<file path="src/rtl/fetch_queue_if.sv">
// rtl/fetch_queue_if.sv - fetch queue port bundle: redirect, memory request/response, ID-side instruction
interface fetch_queue_if;
  logic        redirect_valid;
  logic [31:0] redirect_pc;
  logic        req_valid;
  logic        req_ready;
  logic [31:0] req_addr;
  logic        resp_valid;
  logic [31:0] resp_data;
  logic        inst_valid;
  logic [31:0] inst;
  logic [31:0] inst_pc;
  logic        pipeline_en;

  modport master (
    input  redirect_valid, redirect_pc, req_ready, resp_valid, resp_data, pipeline_en,
    output req_valid, req_addr, inst_valid, inst, inst_pc
  );

  modport slave (
    output redirect_valid, redirect_pc, req_ready, resp_valid, resp_data, pipeline_en,
    input  req_valid, req_addr, inst_valid, inst, inst_pc
  );
endinterface

</file>
<file path="src/rtl/fetch_queue.sv">
// rtl/fetch_queue.sv - in-order instruction fetch queue with redirect flush; FETCH_BYPASS_EN adds resp-to-ID bypass
module fetch_queue #(
  parameter int          DEPTH    = 4,
  parameter logic [31:0] RESET_PC = 32'h8000_0000
) (
  input  logic          clk,
  input  logic          rst,
  fetch_queue_if.master fq
);
  localparam int AW = $clog2(DEPTH);
  localparam int CW = AW + 1;
  localparam logic [AW+1:0] DEPTH_C = (AW+2)'(DEPTH);

  logic [31:0]   mem_inst [DEPTH];
  logic [31:0]   mem_pc   [DEPTH];
  logic [AW:0]   head, tail, count;
  logic [AW:0]   inflight, drop_cnt;
  logic [31:0]   fetch_pc, resp_pc;
  logic [AW+1:0] credit_used;
  logic [31:0]   redir_pc;
  logic          fifo_empty, req_fire, resp_accept, good_resp, enq, deq;
  logic          bypass_hit, bypass_take;

  assign fifo_empty  = (head == tail);
  assign count       = tail - head;
  assign credit_used = {1'b0, count} + {1'b0, inflight};
  assign redir_pc    = fq.redirect_pc & ~32'h3;

  // Held low during reset so the first request appears the cycle after release.
  assign fq.req_valid = rst && !fq.redirect_valid && (credit_used < DEPTH_C);
  assign fq.req_addr  = fetch_pc;
  assign req_fire     = fq.req_valid && fq.req_ready;

  // Responses with nothing outstanding are protocol errors and are ignored.
  assign resp_accept = fq.resp_valid && (inflight != '0);
  assign good_resp   = resp_accept && (drop_cnt == '0) && !fq.redirect_valid;
  assign deq         = !fifo_empty && fq.pipeline_en && !fq.redirect_valid;

`ifdef FETCH_BYPASS_EN
  assign bypass_hit    = good_resp && fifo_empty;
  assign bypass_take   = bypass_hit && fq.pipeline_en;
  assign enq           = good_resp && !bypass_take;
  assign fq.inst_valid = !fifo_empty || bypass_hit;
  assign fq.inst       = bypass_hit ? fq.resp_data : mem_inst[head[AW-1:0]];
  assign fq.inst_pc    = bypass_hit ? resp_pc : mem_pc[head[AW-1:0]];
`else
  assign bypass_hit    = 1'b0;
  assign bypass_take   = 1'b0;
  assign enq           = good_resp;
  assign fq.inst_valid = !fifo_empty;
  assign fq.inst       = mem_inst[head[AW-1:0]];
  assign fq.inst_pc    = mem_pc[head[AW-1:0]];
`endif

  always_ff @(posedge clk or negedge rst) begin
    if (!rst) begin
      head     <= '0;
      tail     <= '0;
      inflight <= '0;
      drop_cnt <= '0;
      fetch_pc <= RESET_PC;
      resp_pc  <= RESET_PC;
      for (int i = 0; i < DEPTH; i++) begin
        mem_inst[i] <= '0;
        mem_pc[i]   <= '0;
      end
    end else if (fq.redirect_valid) begin
      // Every response still outstanding after this cycle belongs to the old path.
      head     <= tail;
      fetch_pc <= redir_pc;
      resp_pc  <= redir_pc;
      inflight <= inflight - CW'(resp_accept);
      drop_cnt <= inflight - CW'(resp_accept);
    end else begin
      if (req_fire)
        fetch_pc <= fetch_pc + 32'd4;
      inflight <= inflight + CW'(req_fire) - CW'(resp_accept);
      if (resp_accept && (drop_cnt != '0))
        drop_cnt <= drop_cnt - 1'b1;
      if (enq) begin
        mem_inst[tail[AW-1:0]] <= fq.resp_data;
        mem_pc[tail[AW-1:0]]   <= resp_pc;
        tail                   <= tail + 1'b1;
      end
      if (enq || bypass_take)
        resp_pc <= resp_pc + 32'd4;
      if (deq)
        head <= head + 1'b1;
    end
  end
endmodule

</file>
<file path="src/flat_wrapper.sv">
// flat-port wrapper written by rule: the top's interface ports become plain ports
module fetch_queue_flat 
#(
  parameter int          DEPTH    = 4,
  parameter logic [31:0] RESET_PC = 32'h8000_0000
)
  (clk, rst, fq_redirect_valid, fq_redirect_pc, fq_req_ready, fq_resp_valid, fq_resp_data, fq_pipeline_en, fq_req_valid, fq_req_addr, fq_inst_valid, fq_inst, fq_inst_pc);
  fetch_queue_if fq_i ();
  input  logic clk;
  input  logic rst;
  input wire logic [$bits(fq_i.redirect_valid)-1:0] fq_redirect_valid;
  input wire logic [$bits(fq_i.redirect_pc)-1:0] fq_redirect_pc;
  input wire logic [$bits(fq_i.req_ready)-1:0] fq_req_ready;
  input wire logic [$bits(fq_i.resp_valid)-1:0] fq_resp_valid;
  input wire logic [$bits(fq_i.resp_data)-1:0] fq_resp_data;
  input wire logic [$bits(fq_i.pipeline_en)-1:0] fq_pipeline_en;
  output wire logic [$bits(fq_i.req_valid)-1:0] fq_req_valid;
  output wire logic [$bits(fq_i.req_addr)-1:0] fq_req_addr;
  output wire logic [$bits(fq_i.inst_valid)-1:0] fq_inst_valid;
  output wire logic [$bits(fq_i.inst)-1:0] fq_inst;
  output wire logic [$bits(fq_i.inst_pc)-1:0] fq_inst_pc;
  assign fq_i.redirect_valid = fq_redirect_valid;
  assign fq_i.redirect_pc = fq_redirect_pc;
  assign fq_i.req_ready = fq_req_ready;
  assign fq_i.resp_valid = fq_resp_valid;
  assign fq_i.resp_data = fq_resp_data;
  assign fq_i.pipeline_en = fq_pipeline_en;
  assign fq_req_valid = fq_i.req_valid;
  assign fq_req_addr = fq_i.req_addr;
  assign fq_inst_valid = fq_i.inst_valid;
  assign fq_inst = fq_i.inst;
  assign fq_inst_pc = fq_i.inst_pc;
  fetch_queue #(.DEPTH(DEPTH), .RESET_PC(RESET_PC)) u_core (.clk(clk), .rst(rst), .fq(fq_i));
endmodule
</file>
<file path="config.mk">
export PLATFORM = sky130hd
export DESIGN_NAME = fetch_queue_flat
export DESIGN_NICKNAME = d
export VERILOG_FILES = /design/src/rtl/fetch_queue_if.sv /design/src/rtl/fetch_queue.sv /design/src/flat_wrapper.sv
export SDC_FILE = /design/constraint.sdc
export NUM_CORES = 1
export LEC_CHECK = 0
export ABC_AREA = 1
export CORE_MARGIN = 2
export CORE_UTILIZATION = 40
export DETAILED_ROUTE_END_ITERATION = 10
export GPL_TIMING_DRIVEN = 0
export PLACE_DENSITY_LB_ADDON = 0.1
export REMOVE_ABC_BUFFERS = 1
export SKIP_CTS_REPAIR_TIMING = 1
export SLEW_MARGIN = 25
export SYNTH_ARGS = -nofsm -noshare
export SYNTH_HDL_FRONTEND = slang
export SYNTH_SLANG_ARGS = --single-unit
</file>
<file path="constraint.sdc">
create_clock -name clk -period 10.25 [get_ports clk]
set_input_delay 2.05 -clock clk [delete_from_list [all_inputs] [get_ports clk]]
set_output_delay 2.05 -clock clk [all_outputs]
set_load 0.01 [all_outputs]
</file>
## After elaboration in Yosys (flattened, before gate mapping)

Cells that the tools add are included.
Widths: inputs -> output; s select.

- Register bits after elaboration: 332

- $lt $le $gt $ge: 4
- Reduce and logical (&&, ||, !) cells: 20
- Multiplexer cells: 19
- Bitwise gates (word level): 3
- Add/sub/neg operators: 10
- Equality and inequality tests: 1

Operators with widths:

| operator | number |
|---|---|
| $mux 32 | 9 |
| $bwmux 128 | 2 |
| $bmux 32 s2 | 2 |
| $add 32x3->32 const B | 2 |
| $demux 32 s2 | 1 |
| $mux 3 | 5 |
| $logic_and 1x1->1 | 10 |
| $reduce_bool 2->1 | 4 |
| $add 3x1->3 const B | 2 |
| $ge 3x3->1 const B | 2 |
| $not 2->3 | 2 |
| $reduce_bool 3->1 | 2 |
| $sub 3x1->3 | 2 |
| $add 3x3->4 | 1 |
| $lt 4x3->1 const B | 1 |
| $add 3x1->3 | 1 |
| $eq 3x3->1 | 1 |
| $logic_not 3->1 | 1 |
| $lt 3x1->1 const B | 1 |
| $sub 3x1->3 const B | 1 |
| $sub 3x3->3 | 1 |
| $logic_not 1->1 | 2 |
| $reduce_and 2->1 | 1 |
| $not 1->1 | 1 |

## Logic depth before layout (Yosys ltp)

- Depth in word-level cells: 8
- Mapped depth: 18
- Gate-level depth less buffers: 17

## Least setup slack after synthesis

No wires, ideal clock.

- Kind: input port to output port
- Start: input fq_redirect_valid
- End: output fq_req_valid
- Slack: 5665 ps
- Path buffers: 1
- Stages on the path: 4
- Data arrival time: 2535 ps
- Cell sequence: buf_2 nor2_1 nand2_1 nor2_2

- Cells in the longest elaborated chain, start to end: 3

Ends and longest elaborated chain:

| what | RTL line | text |
|---|---|---|
| from (decl) | flat_wrapper.sv:11 | `input wire logic [$bits(fq_i.redirect_valid)-1:0] fq_redirect_valid;` |
| $logic_not 1->1 | fetch_queue.sv:30 | `assign fq.req_valid = rst && !fq.redirect_valid && (credit_used < DEPTH_C);` |
| $logic_and 1x1->1 (2 in a row) | fetch_queue.sv:30 |  |
| to (decl) | flat_wrapper.sv:17 | `output wire logic [$bits(fq_i.req_valid)-1:0] fq_req_valid;` |

Every way passes these cells.

## Worst setup path in the final report

- Start: input rst
- End: output fq_req_valid

- Cells in the longest elaborated chain, start to end: 2

Ends and longest elaborated chain:

| what | RTL line | text |
|---|---|---|
| from (decl) | flat_wrapper.sv:10 | `input logic rst;` |
| $logic_and 1x1->1 (2 in a row) | fetch_queue.sv:30 |  |

Every way passes these cells.

==> impl_metrics.toml <==
[outcome]
status = "finished clean"

[clock_network]
clkTransAtPathRegs_ps = 50
clk_path_buf_depth = 3
cts_buffers = 38
clock_latency_ps = 520
numClockSinks = 320
root_buffer = "clkbuf_16"
tritoncts = "built"
cts_max_level = 2

[grt]
grt_pass1_wl_um = 70000
grt_pass1_vias = 12800
grt_usage = 0.214
grt.overflow.total = 0
antenna_found_initial = 0
grt_max_degree = 111

[worst_setup_path]
r2r_start = "u_core.head[1]"
cp-start-kind = "input pin"
end_kind = "output port"
worstPathCellList = "buf_8 > buf_16 > buf_16 > inv_1 > nor2_1 > nand2_1 > nor2_2 > clkdlybuf4s50_1"
startpoint = "rst"
crit_top_cell = "buf_16"
cpMaxStageDelayCell = "clkdlybuf4s50_1"
crit_family = "buffers and inverters"
worst_ep_required_time_ps = 8200
path_class = "input pin to output port"
reg2reg_slack_ps = 5500
critPathBufInv = 5
critPathArrivalTime_ps = 4160
path_max_fanout = 67
slowest_delay_ps = 560

[run]
maxCapViolations = 0

[yosys]
synthCells = 1966
synth_area_leaders = "dfrtp_1 51%, nand2_1 13%, o21ai_0 9.3%"
ys_ff_latch = 320
yosys-top-cells-count = "551 x nand2_1, 318 x dfrtp_1, 290 x o21ai_0"
yosys_warnings = 0
synth.most_common_cell = "nand2_1"
synth_edf_count = 0
yosysUniqueCellTypes = 36
syn-cell-area_sq_mm = 0.0156
synth-seq-area-share = 0.512
yosysTopAreaCellShare = 0.509
yosysTopAreaCell = "dfrtp_1"
avgSynthCellArea_sq_um = 7.95
synth-async-reset-ratio = 1.00
synth_ff_type = "dfrtp_1"

[die]
io_pins = 168
die_y_um = 202
start_util = 0.404
die_w_um = 202
core_sq_mm = 0.0386
die_area_sq_mm = 0.0407
num_rows = 72

[cells_and_area]
utilization = 0.492
final_area_sq_mm = 0.0190
final_cells = 2616
drive_gt1_frac = 0.0481
fin_nets = 2161
nFillCells = 3794
diodes = 0
syn2layout_area_growth_pct = 21.6

[timing]
finalSetupViolations = 0
rsz0062_at_grt = "false"
max_freq_ghz = 0.161
drv_slew = 0
finalHoldViolCount = 0
worstMarginPinSlew_ps = 948
fin_hold_ws_ps = 477
fin_crit_sh = 0.606
finalClockSkew_ps = 14.3
period_needed_ps = 6210
worst_slack_ps = 4040
totalNegativeSetupSlack_ps = 0
slew_headroom = 0.366

[routing]
wl_per_cell_um = 16.4
via_count = 13200
first_iter_violations = 901
drtPass1Iterations = 5
wirelength_um = 42900
vias_per_cell = 5.06
ant_nets = 0
drc = 0

[pwr]
total_power_mw = 5.50
power_per_cell_area_mw_per_mm2 = 289
p_leak_nw = 8.66
ir_drop_v = 0.000132

[place]
place.gp.congestion = 0.870
dpl.cell_count = 2550
place_area_sq_mm = 0.0178
io_buffers = 161
dp_hpwl_um = 26600
post-place-ws_ps = 3990

[worst_hold_path]
hold_class = "flip-flop to flip-flop"
min-delay-start = "u_core.mem_pc[70]"
report_power, final:
group          total, mW  switching [mW]  leakage (nW)  internal (mW)
clock               1.33           0.521         0.612          0.811
combinational       2.17            1.19          3.86          0.981
sequential          2.00           0.294          4.19           1.70
total               5.50            2.01          8.66           3.49
metal layers:
layer | GRT usage | vias up | part of all wire
met5 | 0 | - | 0
met4 | 0.0460 | 0 | 0.015
met3 | 0.0264 | 45 | 0.041
met2 | 0.336 | 279 | 0.45
met1 | 0.316 | 6268 | 0.50
li1 | - | 6632 | -
path summary, 6_finish.rpt:
kind / to / cells after the start
max in group asynchronous: u_core.head[1] / 3
hold reg to reg: u_core.mem_pc[70] / 2
hold / removal: u_core.mem_pc[70] / 2
setup / recovery: fq_req_valid / 8
min in group asynchronous: u_core.mem_inst[16] / 1
setup reg to reg: u_core.inflight[2] / 16
area by class of cell:
class / count / area [sq um] / share of cell area
tap: 518 / 648 / 0.0341
timing repair buffer: 175 / 1990 / 0.105
clock inverter: 9 / 98.8 / 0.00520
inverter: 131 / 502 / 0.0264
sequential: 320 / 8020 / 0.422
multi-input combinational: 1406 / 6610 / 0.348
clock buffer: 57 / 1130 / 0.0597
worst reg2reg max path: stages (launching register included):
cell and delay, ps:
dfrtp_4 540, buf_16 290, clkinv_4 550, fa_1 660
xor2_1 170, ha_1 280, nor2_1 40, nand2_1 70
nor2_2 60, nand2_2 360, inv_2 360, ha_1 320
fa_1 380, xor2_1 160, or2_2 280, nand3_1 70
nand2_1 60
cell usage in the layout (no fill, tap or decap), drive strengths merged, types with 3 or more instances in the layout:
| cell | count |
|---|---|
| a21oi | 8 |
| a31oi | 3 |
| buf | 16 |
| clkbuf | 57 |
| clkdlybuf4s50 | 159 |
| clkinv | 8 |
| conb | 4 |
| dfrtp | 318 |
| ha | 17 |
| inv | 130 |
| nand2 | 558 |
| nand3 | 72 |
| nand3b | 12 |
| nand4 | 6 |
| nor2 | 213 |
| o211ai | 16 |
| o21ai | 400 |
| o21bai | 3 |
| o22ai | 62 |
| xnor2 | 7 |
| xor2 | 18 |
kinds of logic (layout without fill, tap and decap cells):
| kind of cell | after synthesis | count (layout) | synth area share |
|---|---|---|---|
| buffers and inverters | 243 | 372 | 0.0682 |
| and+or+nand+nor | 865 | 865 | 0.222 |
| xor gates and xnor gates | 25 | 25 | 0.0140 |
| DFF | 320 | 320 | 0.512 |
| AOI/OAI and AO/OA | 493 | 493 | 0.167 |
| other | 1 | 4 | 0.000240 |
| adders and majority gates | 19 | 19 | 0.0162 |
flip-flops by register name, summed over array words and instances, names as in the netlist:
signal              flops
u_core.mem_inst       128
u_core.mem_pc         120
u_core.fq.req_addr     30
u_core.resp_pc         30
u_core.drop_cnt         3
u_core.head             3
u_core.inflight         3
u_core.tail             3
Note: power is estimated with default switching activity, not from simulation.
